[config.mk]
export PLATFORM = sky130hd
export DESIGN_NAME = hazard_ctrl_ms
export DESIGN_NICKNAME = d
export VERILOG_FILES = /design/src/rtl/pipe_pkg.sv /design/src/rtl/sat_counter.sv /design/src/rtl/hazard_ctrl_ms.sv
export SDC_FILE = /design/constraint.sdc
export NUM_CORES = 1
export LEC_CHECK = 0
export ABC_AREA = 1
export CAP_MARGIN = 25
export CORE_ASPECT_RATIO = 1.4
export CORE_MARGIN = 4
export CORE_UTILIZATION = 42
export DETAILED_ROUTE_END_ITERATION = 8
export PLACE_DENSITY = 0.76
export SYNTH_ARGS = -nofsm -noshare
export SYNTH_HDL_FRONTEND = slang
export SYNTH_SLANG_ARGS = --single-unit
[constraint.sdc]
create_clock -name clk -period 1.9 [get_ports clk]
set_input_delay 0.38 -clock clk [delete_from_list [all_inputs] [get_ports clk]]
set_output_delay 0.38 -clock clk [all_outputs]
set_load 0.01 [all_outputs]
[src/rtl/pipe_pkg.sv]
`default_nettype none
// ============================================================================
//  Module      : pipe_pkg
//  Description : Shared types and constants for the pipeline hazard control
//                logic (register width, branch opcodes, FSM states and the
//                stall-cause encoding used to steer the stall counters).
//  Revision    : 1.0 - initial release
// ============================================================================
package pipe_pkg;

    // Register-specifier width of the base MIPS ISA.
    localparam int         REG_W_DEF   = 5;

    // Opcodes that identify conditional branches resolved in ID.
    localparam logic [5:0] OPC_BEQ_DEF = 6'd4;
    localparam logic [5:0] OPC_BNE_DEF = 6'd5;

    // Data-memory wait controller states.
    typedef enum logic [0:0] {
        RUN  = 1'b0,
        WAIT = 1'b1
    } state_t;

    // Reason the pipe is held this cycle; at most one cause is active.
    typedef enum logic [1:0] {
        NONE     = 2'd0,
        LOAD_USE = 2'd1,
        BRANCH   = 2'd2,
        MEM_WAIT = 2'd3
    } stall_cause_t;

endpackage
`default_nettype wire

[src/rtl/sat_counter.sv]
`default_nettype none
// ============================================================================
//  Module      : sat_counter
//  Description : Event counter that sticks at all-ones instead of wrapping.
//  Revision    : 1.0 - initial release
// ============================================================================
module sat_counter #(
    parameter int CNT_W = 16
) (
    input  logic             clk,
    input  logic             rst_n,
    input  logic             inc,
    output logic [CNT_W-1:0] count
);

    logic [CNT_W-1:0] r_count;

    // Count qualifying cycles, holding once the maximum value is reached.
    always_ff @(posedge clk or negedge rst_n) begin
        if (!rst_n) begin
            r_count <= '0;
        end else if (inc && (r_count != {CNT_W{1'b1}})) begin
            r_count <= r_count + CNT_W'(1);
        end
    end

    assign count = r_count;

endmodule
`default_nettype wire

[src/rtl/hazard_ctrl_ms.sv]
`default_nettype none
// ============================================================================
//  Module      : hazard_ctrl_ms
//  Description : ID-stage hazard controller for the 5-stage MIPS pipe.
//                Detects load-use and branch-in-ID dependencies, freezes the
//                pipe while a variable-latency data-memory access is pending,
//                flushes IF/ID on taken branches and keeps saturating stall
//                statistics plus a sticky memory-timeout flag.
//  Revision    : 1.0 - initial release
// ============================================================================
module hazard_ctrl_ms
    import pipe_pkg::*;
#(
    parameter int         REG_W        = REG_W_DEF,
    parameter logic [5:0] OPC_BEQ      = OPC_BEQ_DEF,
    parameter logic [5:0] OPC_BNE      = OPC_BNE_DEF,
    parameter bit         BRANCH_IN_ID = 1'b1,
    parameter int         CNT_W        = 16,
    parameter int         TIMEOUT      = 64
) (
    input  logic             clk,
    input  logic             rst_n,
    input  logic [31:0]      inst_id,
    input  logic             idex_mem_read,
    input  logic             idex_reg_write,
    input  logic             exmem_mem_read,
    input  logic [REG_W-1:0] write_dst_ex,
    input  logic [REG_W-1:0] write_dst_mem,
    input  logic             mem_req,
    input  logic             mem_ready,
    input  logic             branch_taken,
    output logic             pc_write,
    output logic             ifid_write,
    output logic             idex_bubble,
    output logic             ifid_flush,
    output logic             pipe_freeze,
    output logic             busy_wait,
    output logic             mem_timeout,
    output logic [CNT_W-1:0] cnt_load_use,
    output logic [CNT_W-1:0] cnt_branch,
    output logic [CNT_W-1:0] cnt_mem_wait
);

    // Wait timer only needs to reach TIMEOUT-1; it then holds.
    localparam int                 c_tmr_w    = (TIMEOUT > 1) ? $clog2(TIMEOUT) : 1;
    localparam logic [c_tmr_w-1:0] c_tmr_last = c_tmr_w'(TIMEOUT - 1);

    state_t             r_state;
    state_t             w_state_nxt;
    stall_cause_t       w_cause;
    logic [c_tmr_w-1:0] r_timer;
    logic               r_mem_timeout;

    logic [5:0]         w_opcode;
    logic [REG_W-1:0]   w_rs;
    logic [REG_W-1:0]   w_rt;
    logic               w_is_br;
    logic               w_src_hit_ex;
    logic               w_src_hit_mem;
    logic               w_load_use;
    logic               w_br_dep;
    logic               w_unused_inst;

    // ------------------------------------------------------------------------
    // Instruction decode and dependency terms
    // ------------------------------------------------------------------------
    assign w_opcode      = inst_id[31:26];
    assign w_rs          = REG_W'(inst_id[25:21]);
    assign w_rt          = REG_W'(inst_id[20:16]);
    assign w_unused_inst = ^inst_id[15:0];

    assign w_is_br       = (w_opcode == OPC_BEQ) || (w_opcode == OPC_BNE);

    // $zero is never a real producer, so a zero destination cannot match.
    assign w_src_hit_ex  = (write_dst_ex != '0) &&
                           ((write_dst_ex == w_rs) || (write_dst_ex == w_rt));
    assign w_src_hit_mem = (write_dst_mem != '0) &&
                           ((write_dst_mem == w_rs) || (write_dst_mem == w_rt));

    assign w_load_use    = idex_mem_read && w_src_hit_ex;

    // Load-use takes precedence so each stall cycle is charged to one cause.
    assign w_br_dep      = BRANCH_IN_ID && w_is_br && !w_load_use &&
                           ((idex_reg_write && w_src_hit_ex) ||
                            (exmem_mem_read && w_src_hit_mem));

    // ------------------------------------------------------------------------
    // Memory-wait FSM
    // ------------------------------------------------------------------------

    // State register.
    always_ff @(posedge clk or negedge rst_n) begin
        if (!rst_n) begin
            r_state <= RUN;
        end else begin
            r_state <= w_state_nxt;
        end
    end

    // Next state: enter WAIT on an unfinished access, leave on mem_ready.
    always_comb begin
        w_state_nxt = r_state;
        case (r_state)
            RUN:     if (mem_req && !mem_ready) w_state_nxt = WAIT;
            WAIT:    if (mem_ready)             w_state_nxt = RUN;
            default: w_state_nxt = RUN;
        endcase
    end

    // Pipeline controls with fixed priority: memory wait, dependency, flush.
    always_comb begin
        pc_write    = 1'b1;
        ifid_write  = 1'b1;
        idex_bubble = 1'b0;
        ifid_flush  = 1'b0;
        pipe_freeze = 1'b0;
        busy_wait   = 1'b0;
        w_cause     = NONE;
        if (rst_n) begin
            case (r_state)
                RUN: begin
                    if (mem_req && !mem_ready) begin
                        pipe_freeze = 1'b1;
                        pc_write    = 1'b0;
                        ifid_write  = 1'b0;
                        w_cause     = MEM_WAIT;
                    end else if (w_load_use) begin
                        pc_write    = 1'b0;
                        ifid_write  = 1'b0;
                        idex_bubble = 1'b1;
                        w_cause     = LOAD_USE;
                    end else if (w_br_dep) begin
                        pc_write    = 1'b0;
                        ifid_write  = 1'b0;
                        idex_bubble = 1'b1;
                        w_cause     = BRANCH;
                    end else if (branch_taken && w_is_br) begin
                        ifid_flush  = 1'b1;
                    end
                end
                WAIT: begin
                    // Hazards are not acted on here; they are seen again in RUN.
                    pipe_freeze = 1'b1;
                    pc_write    = 1'b0;
                    ifid_write  = 1'b0;
                    busy_wait   = 1'b1;
                    w_cause     = MEM_WAIT;
                end
                default: begin
                    w_cause     = NONE;
                end
            endcase
        end
    end

    // ------------------------------------------------------------------------
    // Wait timer and sticky timeout flag
    // ------------------------------------------------------------------------

    // Held at zero while running, so every WAIT episode starts from zero.
    always_ff @(posedge clk or negedge rst_n) begin
        if (!rst_n) begin
            r_timer <= '0;
        end else if (r_state == RUN) begin
            r_timer <= '0;
        end else if (r_timer != c_tmr_last) begin
            r_timer <= r_timer + c_tmr_w'(1);
        end
    end

    // Set at the end of the TIMEOUT-th WAIT cycle; only reset clears it.
    always_ff @(posedge clk or negedge rst_n) begin
        if (!rst_n) begin
            r_mem_timeout <= 1'b0;
        end else if ((r_state == WAIT) && (r_timer == c_tmr_last)) begin
            r_mem_timeout <= 1'b1;
        end
    end

    assign mem_timeout = r_mem_timeout;

    // ------------------------------------------------------------------------
    // Per-cause stall statistics
    // ------------------------------------------------------------------------
    sat_counter #(.CNT_W(CNT_W)) u_cnt_load_use (
        .clk   (clk),
        .rst_n (rst_n),
        .inc   (w_cause == LOAD_USE),
        .count (cnt_load_use)
    );

    sat_counter #(.CNT_W(CNT_W)) u_cnt_branch (
        .clk   (clk),
        .rst_n (rst_n),
        .inc   (w_cause == BRANCH),
        .count (cnt_branch)
    );

    sat_counter #(.CNT_W(CNT_W)) u_cnt_mem_wait (
        .clk   (clk),
        .rst_n (rst_n),
        .inc   (w_cause == MEM_WAIT),
        .count (cnt_mem_wait)
    );

endmodule
`default_nettype wire

==> impl_metrics.tcl <==
set metrics [dict create \
    outcome "finished, violations left" \
    violations "negative setup slack" \
    use_met3 0.04697 \
    die_h_um 113.5 \
    wl_per_cell_um 13.11 \
    critical_path.top_delay_family "simple AND/OR/NAND/NOR gates" \
    dieArea_sq_um 9469 \
    postRouteAntennaNets 0 \
    final.period_utilization 1.014 \
    synth-seq-area-share 0.4193 \
    cp_max_fo 3 \
    top_usage_layer "met2" \
    period_needed_ns 1.926 \
    crit_buf_inv 3 \
    finalNetCount 611 \
    drtIter0Drc 110 \
    powerDensity_nw_per_um2 581.9 \
    gr-usage-met2 0.3378 \
    p_leak_uw 0.002401 \
    timing.fmax_mhz 519.2 \
    fin_worst_skew_ns 0.009866 \
    drt_first_pass_iters 5 \
    grt_usage 0.1824 \
    fp-row-count 38 \
    cts-root-buf "clkbuf_8" \
    antenna_found_initial 0 \
    synth_seq_cells 56 \
    worstSetupPathType "in -> out" \
    first_global_vias 3279 \
    ctsHoldBuffers 0 \
    gp_congestion 0.9672 \
    synthTopCellsByArea "dfrtp_1 42%, nand2_1 12%, xor2_1 8.4%" \
    io_pins 105 \
    fin_setup_tns_ns -0.02589 \
    syn-instance-count 422 \
    critPathMaxStageDelay_ns 0.16 \
    synth_top_area_share 0.4193 \
    cp_slowest_cell "o21ai_4" \
    clk_latency_ns 0.31 \
    syn_to_final_growth_pct 48.41 \
    fill_cells 661 \
    hold_path_class "in -> async" \
    max-clock-path-buffers 2 \
    rsz0062_at_grt "yes" \
    h-tree-depth 2 \
    grtUsageMet1 0.1879 \
    cts.clk_slew.worst_paths_ns 0.09 \
    die_x_um 83.39 \
    synth_nets 476 \
    required_ns 1.52 \
    synth.distinct_cells 32 \
    tightest_slew_ns 0.5691 \
    cp-end-kind "primary output" \
    cts.sink_count 56 \
    vias_per_cell 4.997 \
    initial_core_util 0.4312 \
    grt_pass1_wl_um 14110 \
    cts_buffers 5 \
    ys_warn_count 0 \
    drv_cap 0 \
    fin_area_sq_um 4960 \
    slew_headroom 0.6206 \
    hold_viol 0 \
    peakVddDrop_uv 501.3 \
    dpl_cell_area_sq_um 4568 \
    drive_above_1_share 0.2581 \
    yosys.area.top_type "dfrtp_1" \
    drc_errors 0 \
    crit_chain "buf_8, nor2_4, nor2_1, nor2_1, nand3_1, nand2_2, nand3_4, buf_6, o21ai_4, and2_4, buf_6" \
    synth_area_sq_um 3342 \
    setup_viol 1 \
    grt-ovfl-total 0 \
    slew_viol_final 0 \
    grt_max_degree 47 \
    num_antenna_cells 0 \
    synth_area_per_cell_sq_um 7.919 \
    vias 3288 \
    post-route-worst-setup-slack_ns -0.02589 \
    port_buffers 87 \
    startpoint_type "primary input" \
    core-area_sq_um 7750 \
    place_hpwl_um 6523 \
    cts_tree "yes" \
    cp.arrival_ns 1.55 \
    wl_um 8629 \
]
## through the flow
stage                     setup slack (ns)  hold slack [ns]    util  power [uW]  cells
after global placement             -0.9542           0.4498  0.5894        1980    638
after floorplan                   -0.01631          0.08441       -        1617    422
after CTS                         -0.04369           0.1863  0.6099        2856    652
after global routing               -0.1169           0.2042  0.6400        3036    658
final                             -0.02589           0.1956  0.6400        2886    658
after detailed placement            -1.015           0.4630  0.5894        2001    638
## kinds of logic after synthesis
logic type | count (synthesis) | synth area share
flops | 56 | 0.4193
compound gates | 12 | 0.01872
fa+ha+maj | 4 | 0.01498
xor+xnor | 56 | 0.1468
buf+inv | 55 | 0.06814
simple gates | 239 | 0.3321
## path summary, 6_finish.rpt
check / cells after the start / startpoint / endpoint / slack (ns)
setup / recovery: 11 / inst_id[16] / idex_bubble / -0.03
hold / removal: 3 / rst_n / r_timer[0] / 0.20
setup reg to reg: 8 / u_cnt_load_use.count[1] / u_cnt_load_use.count[9] / 0.11
hold reg to reg: 2 / mem_timeout / mem_timeout / 0.48
max in group asynchronous: 2 / rst_n / u_cnt_mem_wait.count[14] / 1.25
min in group clk: 2 / mem_ready / r_state / 0.28
## sequential cells by signal, summed over array words and instances, names as in the netlist
signal                count
u_cnt_branch.count       16
u_cnt_load_use.count     16
u_cnt_mem_wait.count     16
r_timer                   6
mem_timeout               1
r_state                   1
## tightest hold or removal path, stage by stage
cell	delay (ns)
buf_2	0.15
buf_4	0.14
buf_4	0.18
## power breakdown
part | internal [uW] | leakage, uW | switching [uW]
combinational | 369 | 0.00159 | 310
clock | 466 | 0.0000645 | 391
sequential | 1270 | 0.000748 | 83.5
## cell usage after synthesis (all sizes together)
master,count
or3,1
nor3,11
dfrtp,56
inv,48
clkbuf,2
nand2,113
and2,1
a21oi,4
nor3b,1
ha,4
buf,5
xnor2,24
nand4,23
nor2,50
a211oi,1
o21ai,7
nand3,36
nand3b,1
nor4,2
xor2,32
## layout by cell type (no fill, tap or decap), types with 22 or more instances in the layout
master,n
nor2_1,40
xor2_1,32
nand4_1,23
nand3_1,28
clkdlybuf4s50_1,52
nand2_1,96
inv_1,36
buf_4,43
xnor2_1,22
dfrtp_1,56
## layer usage
layer,wire length [um],share of wire
met1,3207,0.37
met2,4535,0.53
met3,554,0.064
met4,331,0.038
met5,0,0
## final cells by class
| type | instances | area, sq um | area share |
|---|---|---|---|
| Multi-Input combinational cell | 312 | 1911 | 0.3852 |
| Sequential cell | 56 | 1401 | 0.2825 |
| Timing Repair Buffer | 134 | 1211 | 0.2442 |
| Inverter | 48 | 185.2 | 0.03734 |
| Tap cell | 100 | 125.1 | 0.02523 |
| Clock buffer | 7 | 96.34 | 0.01942 |
| Clock inverter | 1 | 30.03 | 0.006054 |
## what timing repair did
action,CTS,global route
setup buffers,6,5
cloned,0,1
pin swaps,25,29
resized for setup,140,57
setup endpoints to repair,37,34
No activity file was read; power rests on OpenSTA's default activity.
